File: src/rtl/rst_seq.sv
// ---------------------------------------------------------------------------
// rst_seq -- reset sequencer for DFFSR-based register banks.
//
// Asserts every domain reset asynchronously when R falls. Once R is back high
// and the release has been synchronized into CLK, all domains are held in
// reset for HOLD_CYCLES edges. They are then released one by one, bit 0 first,
// with STAGGER edges between consecutive domains. A software reset request
// (SW_RST) restarts the sequence from HOLD. An optional watchdog also
// restarts the sequence.
//
// Optional feature: define RST_SEQ_WDOG_EN to build the watchdog. If the
// macro is not defined, WDOG_KICK is ignored and WDOG_FLAG is tied low.
//
// Ports:
//   CLK        in   single clock; all state changes on its rising edge
//   R          in   asynchronous active-low reset
//   SW_RST     in   synchronous software reset request
//   WDOG_KICK  in   watchdog kick (used only with RST_SEQ_WDOG_EN)
//   R_OUT      out  [NUM_DOMAINS] active-low domain resets, driven from flops
//   READY      out  high once every domain is released (state RUN)
//   STATE      out  0=HOLD, 1=RELEASE, 2=RUN
//   WDOG_FLAG  out  sticky watchdog-timeout flag; cleared only by R
// ---------------------------------------------------------------------------
module rst_seq #(
    parameter int SYNC_STAGES = 2,
    parameter int HOLD_CYCLES = 16,
    parameter int NUM_DOMAINS = 4,
    parameter int STAGGER     = 4,
    parameter int WDOG_CYCLES = 1024
) (
    input  logic                   CLK,
    input  logic                   R,
    input  logic                   SW_RST,
    input  logic                   WDOG_KICK,
    output logic [NUM_DOMAINS-1:0] R_OUT,
    output logic                   READY,
    output logic [1:0]             STATE,
    output logic                   WDOG_FLAG
);

    localparam int HOLD_W = $clog2(HOLD_CYCLES) + 1;
    localparam int STAG_W = $clog2(STAGGER) + 1;
    localparam int IDX_W  = $clog2(NUM_DOMAINS) + 1;

    typedef enum logic [1:0] {
        ST_HOLD    = 2'd0,
        ST_RELEASE = 2'd1,
        ST_RUN     = 2'd2
    } state_t;

    state_t                 state_q;
    logic [SYNC_STAGES-1:0] sync_q;
    logic [HOLD_W-1:0]      hold_q;
    logic [STAG_W-1:0]      stag_q;
    logic [IDX_W-1:0]       idx_q;
    logic [NUM_DOMAINS-1:0] rout_q;
    logic                   ready_q;

    logic rst_sync;
    logic wdog_fire;
    logic restart_d;

    assign rst_sync  = sync_q[SYNC_STAGES-1];
    // A watchdog timeout behaves exactly like a software reset request; both
    // on the same edge collapse into a single restart.
    assign restart_d = SW_RST | wdog_fire;

`ifdef RST_SEQ_WDOG_EN
    localparam int WDOG_W = $clog2(WDOG_CYCLES) + 1;

    logic [WDOG_W-1:0] wdog_q;
    logic              wdog_flag_q;

    // Fires on the WDOG_CYCLES-th consecutive kick-free edge spent in RUN.
    assign wdog_fire = (state_q == ST_RUN) && !WDOG_KICK &&
                       (wdog_q == WDOG_W'(WDOG_CYCLES - 1));

    always_ff @(posedge CLK or negedge R) begin
        if (!R) begin
            wdog_q      <= '0;
            wdog_flag_q <= 1'b0;
        end else begin
            // Only counts while in RUN; any restart or kick clears it.
            if (state_q != ST_RUN || WDOG_KICK || restart_d) begin
                wdog_q <= '0;
            end else begin
                wdog_q <= wdog_q + WDOG_W'(1);
            end
            if (wdog_fire) begin
                wdog_flag_q <= 1'b1;
            end
        end
    end

    assign WDOG_FLAG = wdog_flag_q;
`else
    logic unused_wdog;

    assign wdog_fire   = 1'b0;
    assign WDOG_FLAG   = 1'b0;
    assign unused_wdog = WDOG_KICK ^ (WDOG_CYCLES > 0);
`endif

    always_ff @(posedge CLK or negedge R) begin
        if (!R) begin
            state_q <= ST_HOLD;
            sync_q  <= '0;
            hold_q  <= '0;
            stag_q  <= '0;
            idx_q   <= '0;
            rout_q  <= '0;
            ready_q <= 1'b0;
        end else begin
            // The release synchronizer runs independently of restarts.
            sync_q <= {sync_q[SYNC_STAGES-2:0], 1'b1};

            if (restart_d) begin
                state_q <= ST_HOLD;
                hold_q  <= '0;
                stag_q  <= '0;
                idx_q   <= '0;
                rout_q  <= '0;
                ready_q <= 1'b0;
            end else begin
                case (state_q)
                    ST_HOLD: begin
                        if (rst_sync) begin
                            if (hold_q == HOLD_W'(HOLD_CYCLES - 1)) begin
                                hold_q  <= '0;
                                stag_q  <= '0;
                                idx_q   <= '0;
                                rout_q  <= NUM_DOMAINS'(1);
                                state_q <= ST_RELEASE;
                            end else begin
                                hold_q <= hold_q + HOLD_W'(1);
                            end
                        end
                    end
                    ST_RELEASE: begin
                        if (idx_q == IDX_W'(NUM_DOMAINS - 1)) begin
                            // Last domain went out on the previous edge.
                            state_q <= ST_RUN;
                            ready_q <= 1'b1;
                        end else if (stag_q == STAG_W'(STAGGER - 1)) begin
                            stag_q <= '0;
                            idx_q  <= idx_q + IDX_W'(1);
                            // Thermometer fill keeps R_OUT monotonic.
                            rout_q <= (rout_q << 1) | NUM_DOMAINS'(1);
                        end else begin
                            stag_q <= stag_q + STAG_W'(1);
                        end
                    end
                    ST_RUN: begin
                        state_q <= ST_RUN;
                    end
                    default: begin
                        state_q <= ST_HOLD;
                        rout_q  <= '0;
                        ready_q <= 1'b0;
                    end
                endcase
            end
        end
    end

    assign R_OUT = rout_q;
    assign READY = ready_q;
    assign STATE = state_q;

endmodule

File: config.mk
export PLATFORM = sky130hd
export DESIGN_NAME = rst_seq
export DESIGN_NICKNAME = d
export VERILOG_FILES = /design/src/rtl/rst_seq.sv
export SDC_FILE = /design/constraint.sdc
export NUM_CORES = 1
export LEC_CHECK = 0
export CELL_PAD_IN_SITES_DETAIL_PLACEMENT = 1
export CELL_PAD_IN_SITES_GLOBAL_PLACEMENT = 1
export CORE_MARGIN = 3
export CORE_UTILIZATION = 42
export DETAILED_ROUTE_END_ITERATION = 10
export MAX_ROUTING_LAYER = met4
export PLACE_DENSITY = 0.81
export SETUP_SLACK_MARGIN = 0.5
export SYNTH_ARGS = -nofsm -noshare
export SYNTH_HDL_FRONTEND = slang
export SYNTH_SLANG_ARGS = --single-unit
File: constraint.sdc
create_clock -name CLK -period 2.2 [get_ports CLK]
set_input_delay 0.44 -clock CLK [delete_from_list [all_inputs] [get_ports CLK]]
set_output_delay 0.44 -clock CLK [all_outputs]
set_load 0.01 [all_outputs]
---- Word level (Yosys, flattened, before mapping) ----
Cells that the tools add are included.
Widths: inputs -> output; s select.
storage, ports and cells
  register bits ........................... 20
  input port bits ......................... 4
  output and inout port bits .............. 8
  word-level logic and storage cells ...... 61
cells by class
  $add $sub $neg .......................... 3
  eq/ne operators ......................... 12
  mux-type cells .......................... 28
  reductions and logical operators ........ 11
operators by type and width
  cell                 number
  $mux 3               8
  $mux 4               5
  $mux 5               4
  $ne 3x3->1 const B   5
  $pmux 3 s2           2
  $pmux 4 s3           1
  $reduce_and 5->1     2
  $mux 2               4
  $add 3x1->3 const B  2
  $eq 3x2->1 const B   2
  $pmux 2 s3           1
  $add 5x1->5 const B  1
  $eq 5x4->1 const B   1
  $reduce_and 2->1     2
  $reduce_and 4->1     1
  $reduce_bool 2->1    2
  $reduce_and 3->1     1
  $reduce_bool 3->1    1
  $eq 2x1->1 const B   1
  $eq 2x2->1 const B   1
  $logic_not 2->1      1
  $mux 1               2
  $ne 2x1->1 const B   1
  $ne 2x2->1 const B   1
  other kinds (2)      2

---- Longest topological paths before layout ----
  depth in word-level cells ............... 5
  mapped depth ............................ 6

---- Worst setup path after synthesis ----
No wires, ideal clock.
  kind .................................... reg2reg
  start point ............................. register state_q[0], in the netlist STATE[0]
  end point ............................... register stag_q[0]
  data arrival time ....................... 1,792 ps
  required time ........................... 2,075 ps
  path slack .............................. 283 ps
  stages on the path, launching flop included .. 7
  path buffers ............................ 0
  cells stage by stage .................... dfrtp_1 > inv_1 > ha_1 > mux2_4 > o22ai_1 > nor4_2 > mux2_2
on the way
  word-level cells in the longest chain between the ends .. 3
  elaborated cells on any way between the ends .. 9
ends and longest elaborated chain
  item                                                         line  text
  start, declared                                              51    state_t state_q;
  start signal, assigned                                       106   state_q <= ST_HOLD;
  start signal, assigned                                       118   state_q <= ST_HOLD;
  start signal, assigned                                       133   state_q <= ST_RELEASE;
  $eq 2x1->1 or $logic_not 2->1 (tied branches)                125   case (state_q)
  $ne 3x3->1 (no source line), or another cell as far along    -
  $reduce_and 4->1 (no source line) or $mux 3 (tied branches)  -
  end signal, assigned                                         150   stag_q <= stag_q + STAG_W'(1);
  end, declared                                                54    logic [STAG_W-1:0] stag_q;
Parallel ways exist; a longest one is shown, timed or not.
A chain may end at the register's enable or synchronous reset.

---- Final worst setup path ----
  start point ............................. register idx_q[1]
  end point ............................... register rout_q[0], in the netlist R_OUT[0]
on the way
  word-level cells in the longest chain between the ends .. 3
ends and longest elaborated chain
  item                               line  text
  start, declared                    55    logic [IDX_W-1:0] idx_q;
  start signal, assigned             146   idx_q <= idx_q + IDX_W'(1);
  $eq 3x2->1                         140   if (idx_q == IDX_W'(NUM_DOMAINS - 1)) begin
  $ne 3x3->1 (no source line)        -
  $reduce_and 5->1 (no source line)  -
  end signal, assigned               148   rout_q <= (rout_q << 1) | NUM_DOMAINS'(1);
  end, declared                      56    logic [NUM_DOMAINS-1:0] rout_q;
Every way passes these cells.

==> reports/metrics.csv <==
metric,value,unit
status,finished clean,
arrival time worst endpoint,1.99,ns
WL/cell,16.30,um
met2 GRT Util,0.2771,
met3 usage,0.03480,
Synth top area share,0.4773,
CP Class,reg2reg,
Worst Skew,0.006018,ns
Cells after Synth,97,
count of standard-cell rows,17,
CTS Hold Bufs,0,
DRT iter0 DRCs,8,
Hold Startpoint,sync_q[0],
Sink Count,20,
P_leak,0.6939,nW
post-synthesis cell type count,34,
Worst-path clk slew,0.11,ns
VDD IR max,0.6601,mV
most frequent cell after synthesis,dfrtp_1,
Filler cells,253,
Clock Path Buffers,2,
Inst Count DP,136,
f_max,557.0,MHz
initial antenna violation count,0,
clk root buf,clkbuf_4,
port bufs,9,
Final Wtd Congestion,0.7938,
Area Growth Syn to Fin,37.11,%
sequential-to-total area share from yosys stat,0.4773,
Final TNS setup,0,ns
pwr/cell area,940.5,nW/um2
WP data required,2.39,ns
reg-to-reg endpoint,R_OUT[0],
Finished Layout Cells,154,
syn_nets,109,
clock latency on the worst-skew pair,0.30,ns
Reg2Reg Setup Slack,0.40,ns
cells on worst reg2reg path,6,
largest net degree at the start of global routing,21,
Post-synth top cells,"dfrtp_1 (20), ha_1 (8), a21oi_1 (7), inv_1 (6)",
cts bufs inserted,3,
Min Hold Slack,0.3637,ns
via count,822,
dpl ws,0.1626,ns
M1 GR Usage,0.2111,
post-synthesis sequential element count,20,
H-Tree Depth,1,
number of vias per cell,5.338,
RSZ-0062 raised after global routing,true,
CTS tree,done,
Final Hold Viols,0,
Max-Cap Viols,0,
DR DRC count,0,
PnR worst setup slack,0.4047,ns
crit path launch type,register,
number of global-route vias before repair,931,
WL final,2510,um
fin. max-slew vios,0,
Total GRT Usage,0.1680,
cells taking the most area after synthesis,"dfrtp_1 (48%), ha_1 (9.5%), a21oi_1 (3.3%)",
Register Area,501.7,um2
Ports,12,
hpwl dp,1652,um
Die H,55.97,um
first-pass GRT wire length,4153,um
Core ar.,2297,um2
Initial Utilization,0.4564,
Final ANT Viol Nets,0,
mapped cell area,1049,um2
YS warnings,0,
Worst Setup End Kind,register,
cell taking the most area after synthesis,dfrtp_1,
Main synth FF type,dfrtp_1,
n_diodes,0,
WHS Endpoint,sync_q[1],
"Max FO, Critical Path",4,
Multi-input gate area,619.3,um2
Worst Hold Class,reg2reg,
# nets final,140,
drt first pass iters,4,
setup violators final,0,
Worst R2R Start,idx_q[1],
total power,1.352,mW
grt ovf,0,
die width,55.97,um
hold depth,0,
Top Usage Layer GRT,met2,
"EDFF count, synth",0,
Tmin final,1.795,ns
"Avg Cell Area, Syn",10.81,um2
die area,3132,um2
period utilization,0.8160,
share of cells above drive strength 1,0.3333,
fraction of registers with async set/reset,1.000,
-- metal layers --
layer,part of all wire,vias up,wire length (um)
met5,0,-,0
met4,0.011,0,28
met3,0.023,3,57
met2,0.50,13,1248
met1,0.47,408,1176
li1,-,398,-
-- per-stage QoR --
step	instance area (um2)	util
2_1_floorplan	1095	-
3_3_place_gp	1239	0.5392
3_5_place_dp	1239	0.5392
4_1_cts	1365	0.5942
5_1_grt	1438	0.6258
6_report	1438	0.6258
-- flip-flops by register name, indices dropped and copies added (netlist names) --
register,count
READY,1
R_OUT,4
STATE,2
hold_q,5
idx_q,3
stag_q,3
sync_q,2
-- final cells by class --
class / instances / area share
Timing Repair Buffer: 28 / 0.1627
Sequential cell: 20 / 0.3490
Tap cell: 28 / 0.02437
Inverter: 6 / 0.01741
Clock buffer: 3 / 0.01567
Multi-Input combinational cell: 69 / 0.4308
-- timing repair --
action,CTS,global route
endpoints found under the hold margin,0,0
gates resized for setup,10,5
endpoints found under the setup margin,12,13
setup buffers,9,6
pin swaps,9,7
-- cells by family after synthesis --
kind of cell             synth area share
other                            0.007163
flip-flops                         0.4773
XOR/XNOR                         0.008355
AO/OA/AOI/OAI                      0.1480
adder cells (fa/ha/maj)           0.09547
multiplexers                      0.05370
buffers and inverters             0.03222
AND/OR/NAND/NOR                    0.1778
-- report_power, final --
| part | leakage [nW] | internal (mW) | switching, mW | total, mW |
|---|---|---|---|---|
| sequential | 0.269 | 0.418 | 0.0471 | 0.465 |
| combinational | 0.411 | 0.365 | 0.353 | 0.718 |
| clock | 0.0138 | 0.0639 | 0.106 | 0.169 |
| total | 0.694 | 0.846 | 0.506 | 1.35 |
-- worst max-delay path, stage by stage (launching register included) --
cell and delay [ns]:
dfrtp_1 0.40, ha_2 0.20, ha_4 0.16, or3b_4 0.40, a2bb2oi_4 0.21, o21ai_4 0.10, a32o_1 0.23
-- layout by cell type, fill, tap and decap left out, types with 4 or more instances in the layout --
cell	Yosys	final
nand2_1	5	5
inv_1	6	4
nand2b_1	5	5
a21oi_1	7	7
buf_4	1	19
a22o_1	4	4
clkdlybuf4s50_1	0	4
ha_1	8	4
dfrtp_1	20	19
nor2_1	5	5
-- worst max-delay path by stage --
stage / startpoint / end / cells after the start
after floorplan: idx_q[0] / R_OUT[1] / 6
after global placement: SW_RST / idx_q[1] / 5
after detailed placement: SW_RST / idx_q[0] / 5
after CTS: idx_q[0] / R_OUT[3] / 6
after global routing: idx_q[1] / R_OUT[1] / 6
final: idx_q[1] / R_OUT[0] / 6
Note: power is estimated with default switching activity, not from simulation.
